$ cat src/rtl/receiver_pkg.sv
// Shared definitions for the receiver: FSM state encoding and the default
// word/frame geometry shared with the upstream sender.
package receiver_pkg;

  typedef enum logic [1:0] {
    S_IDLE     = 2'd0,
    S_ACK      = 2'd1,
    S_WAIT_LOW = 2'd2
  } state_e;

  localparam int unsigned WIDTH_DEFAULT = 16;
  localparam int unsigned DEPTH_DEFAULT = 16;

endpackage

$ cat src/rtl/rx_buffer.sv
// DEPTH x WIDTH capture storage: one synchronous write port and one
// registered read port with read-before-write behaviour on collisions.
module rx_buffer
  import receiver_pkg::*;
#(
  parameter int unsigned WIDTH  = WIDTH_DEFAULT,
  parameter int unsigned DEPTH  = DEPTH_DEFAULT,
  parameter int unsigned ADDR_W = $clog2(DEPTH)
) (
  input  logic              clk,
  input  logic              rst_n,
  input  logic              we_i,
  input  logic [ADDR_W-1:0] waddr_i,
  input  logic [WIDTH-1:0]  wdata_i,
  input  logic [ADDR_W-1:0] raddr_i,
  output logic [WIDTH-1:0]  rdata_o
);

  logic [WIDTH-1:0] mem_q [DEPTH];
  logic [WIDTH-1:0] rdata_q;

  // NOTE: the storage is deliberately reset so a fresh capture buffer reads
  // back all zeros; this forces flops instead of a RAM macro, which is only
  // acceptable because the buffer is one frame deep.
  always_ff @(posedge clk or negedge rst_n) begin
    if (!rst_n) begin
      for (int i = 0; i < int'(DEPTH); i++) mem_q[i] <= '0;
      rdata_q <= '0;
    end else begin
      if (we_i) mem_q[waddr_i] <= wdata_i;
      rdata_q <= mem_q[raddr_i];
    end
  end

  assign rdata_o = rdata_q;

endmodule

$ cat src/rtl/receiver.sv
// Request/Ack word receiver: captures one word per handshake into a circular
// frame buffer and reports per-frame word count and frame completion.
module receiver
  import receiver_pkg::*;
#(
  parameter int unsigned WIDTH  = WIDTH_DEFAULT,
  parameter int unsigned DEPTH  = DEPTH_DEFAULT,
  parameter int unsigned ADDR_W = $clog2(DEPTH)
) (
  input  logic              clk,
  input  logic              Reset,
  input  logic              Request,
  input  logic [WIDTH-1:0]  sdrDataIn,
  output logic              Ack,
  input  logic              clear,
  input  logic [ADDR_W-1:0] rdAddr,
  output logic [WIDTH-1:0]  rdData,
  output logic [ADDR_W:0]   wordCount,
  output logic              frameDone,
  output logic              busy
);

  localparam logic [ADDR_W-1:0] LAST_PTR = ADDR_W'(DEPTH - 1);
  localparam logic [ADDR_W:0]   LAST_CNT = (ADDR_W + 1)'(DEPTH - 1);
  localparam logic [ADDR_W:0]   FULL_CNT = (ADDR_W + 1)'(DEPTH);

  state_e              state_q;
  logic                ack_q;
  logic                frame_done_q;
  logic [ADDR_W-1:0]   wr_ptr_q;
  logic [ADDR_W:0]     word_count_q;
  logic                we_d;

  // NOTE: every always_comb output gets a default first, so no path can
  // leave it unassigned and infer a latch.
  always_comb begin
    we_d = 1'b0;
    if (!clear && state_q == S_IDLE && Request) we_d = 1'b1;
  end

  // NOTE: state uses non-blocking assignments only, so every register sees
  // the pre-edge values of the others regardless of statement order.
  always_ff @(posedge clk or negedge Reset) begin
    if (!Reset) begin
      state_q      <= S_IDLE;
      ack_q        <= 1'b0;
      frame_done_q <= 1'b0;
      wr_ptr_q     <= '0;
      word_count_q <= '0;
    end else begin
      frame_done_q <= 1'b0;
      if (clear) begin
        // A Request still high at clear must not be captured again.
        ack_q        <= 1'b0;
        wr_ptr_q     <= '0;
        word_count_q <= '0;
        state_q      <= Request ? S_WAIT_LOW : S_IDLE;
      end else begin
        unique case (state_q)
          S_IDLE: begin
            if (Request) begin
              ack_q   <= 1'b1;
              state_q <= S_ACK;
            end
          end
          S_ACK: begin
            ack_q    <= 1'b0;
            wr_ptr_q <= (wr_ptr_q == LAST_PTR) ? '0 : wr_ptr_q + 1'b1;
            if (word_count_q == LAST_CNT) begin
              frame_done_q <= 1'b1;
              word_count_q <= FULL_CNT;
            end else if (word_count_q == FULL_CNT) begin
              word_count_q <= (ADDR_W + 1)'(1);
            end else begin
              word_count_q <= word_count_q + 1'b1;
            end
            state_q <= S_WAIT_LOW;
          end
          S_WAIT_LOW: begin
            if (!Request) state_q <= S_IDLE;
          end
          default: begin
            ack_q   <= 1'b0;
            state_q <= S_IDLE;
          end
        endcase
      end
    end
  end

  rx_buffer #(
    .WIDTH  (WIDTH),
    .DEPTH  (DEPTH),
    .ADDR_W (ADDR_W)
  ) u_rx_buffer (
    .clk     (clk),
    .rst_n   (Reset),
    .we_i    (we_d),
    .waddr_i (wr_ptr_q),
    .wdata_i (sdrDataIn),
    .raddr_i (rdAddr),
    .rdata_o (rdData)
  );

  assign Ack       = ack_q;
  assign frameDone = frame_done_q;
  assign wordCount = word_count_q;
  assign busy      = (state_q == S_ACK) || (state_q == S_WAIT_LOW);

endmodule

$ cat config.mk
export PLATFORM = sky130hd
export DESIGN_NAME = receiver
export DESIGN_NICKNAME = d
export VERILOG_FILES = /design/src/rtl/receiver_pkg.sv /design/src/rtl/rx_buffer.sv /design/src/rtl/receiver.sv
export SDC_FILE = /design/constraint.sdc
export NUM_CORES = 1
export LEC_CHECK = 0
export CORE_ASPECT_RATIO = 1.4
export CORE_MARGIN = 5
export CORE_UTILIZATION = 53
export DETAILED_ROUTE_END_ITERATION = 16
export PLACE_DENSITY = 0.79
export SYNTH_ARGS = -nofsm -noshare
export SYNTH_HDL_FRONTEND = slang
export SYNTH_SLANG_ARGS = --single-unit
$ cat constraint.sdc
create_clock -name clk -period 2.6 [get_ports clk]
set_clock_uncertainty 0.15 [all_clocks]
set_input_delay 0.78 -clock clk [delete_from_list [all_inputs] [get_ports clk]]
set_output_delay 0.78 -clock clk [all_outputs]
set_load 0.02 [all_outputs]
Yosys cells after proc, flatten, opt, wreduce, memory -nomap -nowiden. Index checks and enable logic that the tools add are counted.

Add/subtract/negate cells: 2. $mul: 0. Divide/modulo/power cells: 0. $lt $le $gt $ge: 3. Eq/ne operators: 8. Shifts and indexed selects: 0. Mux-type cells: 25. Bitwise logic cells: 2. Reduce and logical (&&, ||, !) cells: 9.

Operators with widths (count): bitwise mux 256 bit (1); binary-select mux 16 bit (select 4 bit) (1); demux 16 bit (select 4 bit) (1); 2-to-1 mux 16 bit (3); 2-to-1 mux 5 bit (4); 2-to-1 mux 4 bit (3); >= comparator 5 bit (second input constant) (2); NOT 4 -> 5 bit (2); 2-to-1 mux 2 bit (4); 2-to-1 mux 1 bit (6); inequality test 3 bit (second input constant) (2); one-hot mux 2 bit (3 select lines) (1); adder 5 x 1 -> 5 bit (second input constant) (1); equality test 5 x 4 -> 1 bit (second input constant) (1); equality test 5 bit (second input constant) (1); < comparator 5 x 1 -> 1 bit (second input constant) (1); adder 4 x 1 -> 4 bit (second input constant) (1); equality test 4 bit (second input constant) (1); AND reduction 2 bit (2); logical AND 1 bit (3); equality test 2 x 1 -> 1 bit (second input constant) (1); equality test 2 bit (second input constant) (1); logical NOT 2 bit (1); inequality test 2 bit (second input constant) (1); other kinds (4) (4).

Register bits after elaboration: 285. Latch bits: 0. RAM bits: 0. Memory bits (read-only): 0. Output and inout bits: 24. Memories kept: 0.

Logic depth before layout (Yosys ltp). Gate-level depths: netlist of the first run.

Word-level depth: 6. Mapped depth: 8. Mapped depth without buffers: 6.

Hierarchy. A second synthesis of the first run with hierarchy kept.

Cells, all modules: 800. Area, all modules: 12712.2 µm².

By module, submodules not included: rx_buffer (instances 1, cells an instance 725, area each 11981.5 µm², sequential area each 6806.5 µm²); receiver (instances 1, cells an instance 75, area each 730.7 µm², sequential area each 325.3 µm²).

Worst setup path after synthesis of the first run. Ideal clock, no wire load.

Path kind: input port to flip-flop. Start: in rdAddr[0]. End: reg u_rx_buffer.rdata_q[10], in the netlist u_rx_buffer.rdata_o[10]. Setup time: 0.124 ns. Arrival time: 2.052 ns. Required time: 2.326 ns. Setup slack: 0.274 ns. Stages: 5. Path buffers: 2. Cells stage by stage: buf_2 buf_2 mux4_2 a22oi_1 nand2_1.

Longest elaborated chain between the ends: 4.

Ends and longest elaborated chain: start, declared (RTL line receiver.sv:16) `input logic [ADDR_W-1:0] rdAddr,`; NOT 4 -> 5 bit (implied by the code) (RTL line rx_buffer.sv:31) `rdata_q <= mem_q[raddr_i];`; binary-select mux 16 bit (select 4 bit) (RTL line rx_buffer.sv:31); 2-to-1 mux 16 bit (implied by the code) (2 in series) (RTL line rx_buffer.sv:31); end signal, assigned (RTL line rx_buffer.sv:31); end, declared (RTL line rx_buffer.sv:20) `logic [WIDTH-1:0] rdata_q;`.

Every way passes these cells. The select of a mux whose other input is x is not followed. A chain may end at the register's enable or synchronous reset.

Final worst setup path of the first run.
Start: reg word_count_q[3], in the netlist wordCount[3]. End: out wordCount[3].

RTL lines: start, declared (RTL line receiver.sv:31) `logic [ADDR_W:0] word_count_q;`; start signal, assigned (RTL line receiver.sv:73) `word_count_q <= (ADDR_W + 1)'(1);`; start signal, assigned (RTL line receiver.sv:75) `word_count_q <= word_count_q + 1'b1;`; end, declared (RTL line receiver.sv:18) `output logic [ADDR_W:0] wordCount,`.

No word-level cell between the ends.

==> results.sh, run 1 <==
export IMPL_status="finished clean"
export IMPL_synthCells=810
export IMPL_hold_ws_ns=0.00517
export IMPL_finalHoldViolations=0
export IMPL_r2r_start="state_q[0]$_DFFE_PN0P_"
export IMPL_slew_headroom_pct=46.7
export IMPL_ios=48
export IMPL_slew_viol_final=0
export IMPL_synth_edf_count=0
export IMPL_via_per_inst=5.99
export IMPL_ys_seq_area_share_pct=54.3
export IMPL_crit_cells=1
export IMPL_grt_pass1_wl_um=45600
export IMPL_cp_end_kind="output port"
export IMPL_drive_gt1_share_pct=47.6
export IMPL_post_route_period_util_pct=97.1
export IMPL_htreeDepth=1
export IMPL_area_growth_pct=16.1
export IMPL_core_area_um2=24600
export IMPL_dr_first_iter_drc_count=501
export IMPL_async_reset_ff_share_pct=100
export IMPL_syn_nets=844
export IMPL_synth_mux_area_share_pct=34.5
export IMPL_die_w_um=143
export IMPL_synth_xor_area_share_pct=0.0666
export IMPL_yosysTopAreaCell="dfrtp_1"
export IMPL_synth_avg_cell_area_um2=16.2
export IMPL_cts_buffer_depth=3
export IMPL_clockRootBuffer="clkbuf_16"
export IMPL_p_per_area_nw_per_um2=647
export IMPL_synth_fa_ha_area_share_pct=0.952
export IMPL_grt_max_degree=60
export IMPL_synth_area_leaders="dfrtp_1 (54%), mux2_2 (17%), mux4_2 (11%)"
export IMPL_irDropWorstVdd_v=0.000591
export IMPL_avgRoutedWirePerCell_um=22.9
export IMPL_wl_um=27700
export IMPL_insertion_delay_ns=0.55
export IMPL_setup_violations_final=0
export IMPL_portBuffers=47
export IMPL_final_nets=908
export IMPL_critical_path_endpoint="wordCount[3]"
export IMPL_synthDominantCellAreaShare_pct=54.3
export IMPL_reg2reg_to="u_rx_buffer.mem_q[17]$_DFFE_PN0P_"
export IMPL_rsz0062_at_grt="no"
export IMPL_crit_chain="clkdlybuf4s50_1"
export IMPL_worst_ep_required_time_ns=1.67
export IMPL_critPathKind="reg -> out"
export IMPL_cts_sinks=285
export IMPL_startpoint="wordCount[3]$_DFFE_PN0P_"
export IMPL_initial_core_util_pct=53.5
export IMPL_postRouteAntennaNets=0
export IMPL_synth_common_cells="dfrtp_1 (285), mux2_2 (199), mux4_2 (64)"
export IMPL_cp_max_fo=5
export IMPL_r2r_slack_ns=0.34
export IMPL_p_leak_nw=7.33
export IMPL_grt_total_usage_pct=20.6
export IMPL_synth_simple_area_share_pct=3.79
export IMPL_worst_slack_ns=0.0762
export IMPL_num_rows=68
export IMPL_post_route_min_period_ns=2.52
export IMPL_drt_pass1_iter_count=5
export IMPL_drc_errors=0
export IMPL_hp_class="in -> async"
export IMPL_die_area_um2=28100
export IMPL_place_gp_congestion=0.776
export IMPL_grt_overflow=0
export IMPL_start_kind="flop"
export IMPL_dpl_hpwl_um=18400
export IMPL_reg2reg_depth=6
export IMPL_ys_seq_elements=285
export IMPL_synth_top_family_by_area="multiplexers"
export IMPL_max_stage_delay_ns=0.63
export IMPL_cts_setup_buffers=0
export IMPL_worstMarginPinSlew_ns=0.799
export IMPL_pre_cts_ws_ns=-0.170
export IMPL_synth_flop_cell="dfrtp_1"
export IMPL_maxCapViolCount=0
export IMPL_synth_area_um2=13100
export IMPL_first_global_vias=8079
export IMPL_yosysWarnings=0
export IMPL_synth_compound_area_share_pct=2.59
export IMPL_clk_pin_slew_ns=0.06
export IMPL_arrival_ns=1.59
export IMPL_yosysUniqueCellTypes=45
export IMPL_crit_slowest_cell="clkdlybuf4s50_1"
export IMPL_synth_most_common_cell="dfrtp_1"
export IMPL_cp_top_family="buffers and inverters"
export IMPL_fill_cells=1740
export IMPL_cts_tree="yes"
export IMPL_fmax_ghz=0.396
export IMPL_die_h_um=196
export IMPL_grt_antenna_before_repair=4
export IMPL_num_vias=7259
export IMPL_cts_buffers_inserted=29
export IMPL_cp_num_buf_inv=1
-- power breakdown --
part	leakage (nW)	internal (mW)	switching, mW	total, mW
combinational	2.95	0.504	0.464	0.968
sequential	3.92	4.71	0.135	4.84
clock	0.463	2.37	1.70	4.06
total	7.33	7.58	2.29	9.87
-- metal layers --
layer	global-route usage, %	share of wire, %
met5	0	0.047
met4	5.32	2.1
met3	3.37	5.1
met2	34.9	52
met1	28.0	41
-- state kept, by name (all words and copies together), names as in the netlist --
register,count
Ack,1
frameDone,1
state_q,2
u_rx_buffer.mem_q,256
u_rx_buffer.rdata_o,16
wordCount,5
wr_ptr_q,4
-- metrics by stage --
step / std cells / TNS, ns / instance area (µm²) / total power, mW / utilization, %
4_1_cts: 1210 / 0 / 15200 / 9.98 / 62.0
3_3_place_gp: 1158 / -7.24 / 14300 / 5.87 / 58.2
2_1_floorplan: 810 / 0 / 13100 / 5.49 / -
6_report: 1212 / 0 / 15300 / 9.87 / 62.1
5_1_grt: 1212 / 0 / 15300 / 10.3 / 62.1
3_5_place_dp: 1158 / -11.83 / 14300 / 5.91 / 58.2
-- timing repair --
item,4_1_cts,5_1_grt
endpoints found under the hold margin,0,0
gates resized for setup,2,3
setup endpoints to repair,2,3
hold buffers,0,0
cloned,0,0
-- cells in the final DEF (no fill, tap or decap), drive strengths merged, types with 2 or more instances in the layout --
cell type      instances
nand2                 22
nor3                   5
nand3                 12
and2                   2
ha                    10
mux4                  64
clkinv                 4
nand3b                 2
and3                   4
diode                  2
clkdlybuf4s50         40
inv                   13
buf                   54
nor2                   6
or4                    2
a21oi                  7
mux2                 256
mux2i                  2
a22oi                 32
clkbuf                44
dlymetal6s2s           2
dfrtp                285
or3                    2
nor2b                  3
o21ai                  5
-- final cells by class --
| cell class | instances | area [µm²] | share of cell area [%] |
|---|---|---|---|
| sequential | 285 | 7130 | 46.7 |
| antenna | 2 | 5.00 | 0.0328 |
| inverter | 11 | 41.3 | 0.271 |
| clock inverter | 8 | 88.8 | 0.582 |
| multi-input combinational | 449 | 5520 | 36.2 |
| clock buffer | 44 | 852 | 5.58 |
| tap | 315 | 394 | 2.58 |
| timing repair buffer | 98 | 1230 | 8.06 |
-- worst min-delay path by stage --
stage / cells past startpoint / slack (ns) / endpoint / start
2_1_floorplan: 1 / 0.31 / u_rx_buffer.mem_q[16]$_DFFE_PN0P_ / u_rx_buffer.mem_q[16]$_DFFE_PN0P_
3_3_place_gp: 1 / 0.32 / u_rx_buffer.mem_q[37]$_DFFE_PN0P_ / u_rx_buffer.mem_q[37]$_DFFE_PN0P_
3_5_place_dp: 1 / 0.33 / u_rx_buffer.mem_q[38]$_DFFE_PN0P_ / u_rx_buffer.mem_q[38]$_DFFE_PN0P_
4_1_cts: 1 / 0.006 / u_rx_buffer.mem_q[249]$_DFFE_PN0P_ / Reset
5_1_grt: 1 / 0.03 / u_rx_buffer.mem_q[249]$_DFFE_PN0P_ / Reset
6_report: 1 / 0.005 / u_rx_buffer.mem_q[249]$_DFFE_PN0P_ / Reset
-- logic make-up after synthesis --
logic type	after synthesis
adders and majority gates	10
buffers and inverters	76
AOI/OAI and AO/OA	49
DFF	285
muxes	322
and+or+nand+nor	67
xor gates and xnor gates	1
(Power assumes the default switching activity.)
==> run 2: changes to the inputs <==
- ABC_CLOCK_PERIOD_IN_PS: unset -> 2600
- CTS_CLUSTER_DIAMETER: unset -> 150
==> results of run 2 <==
Same layout as run 1: the final DEF is identical, and so are final timing and power.
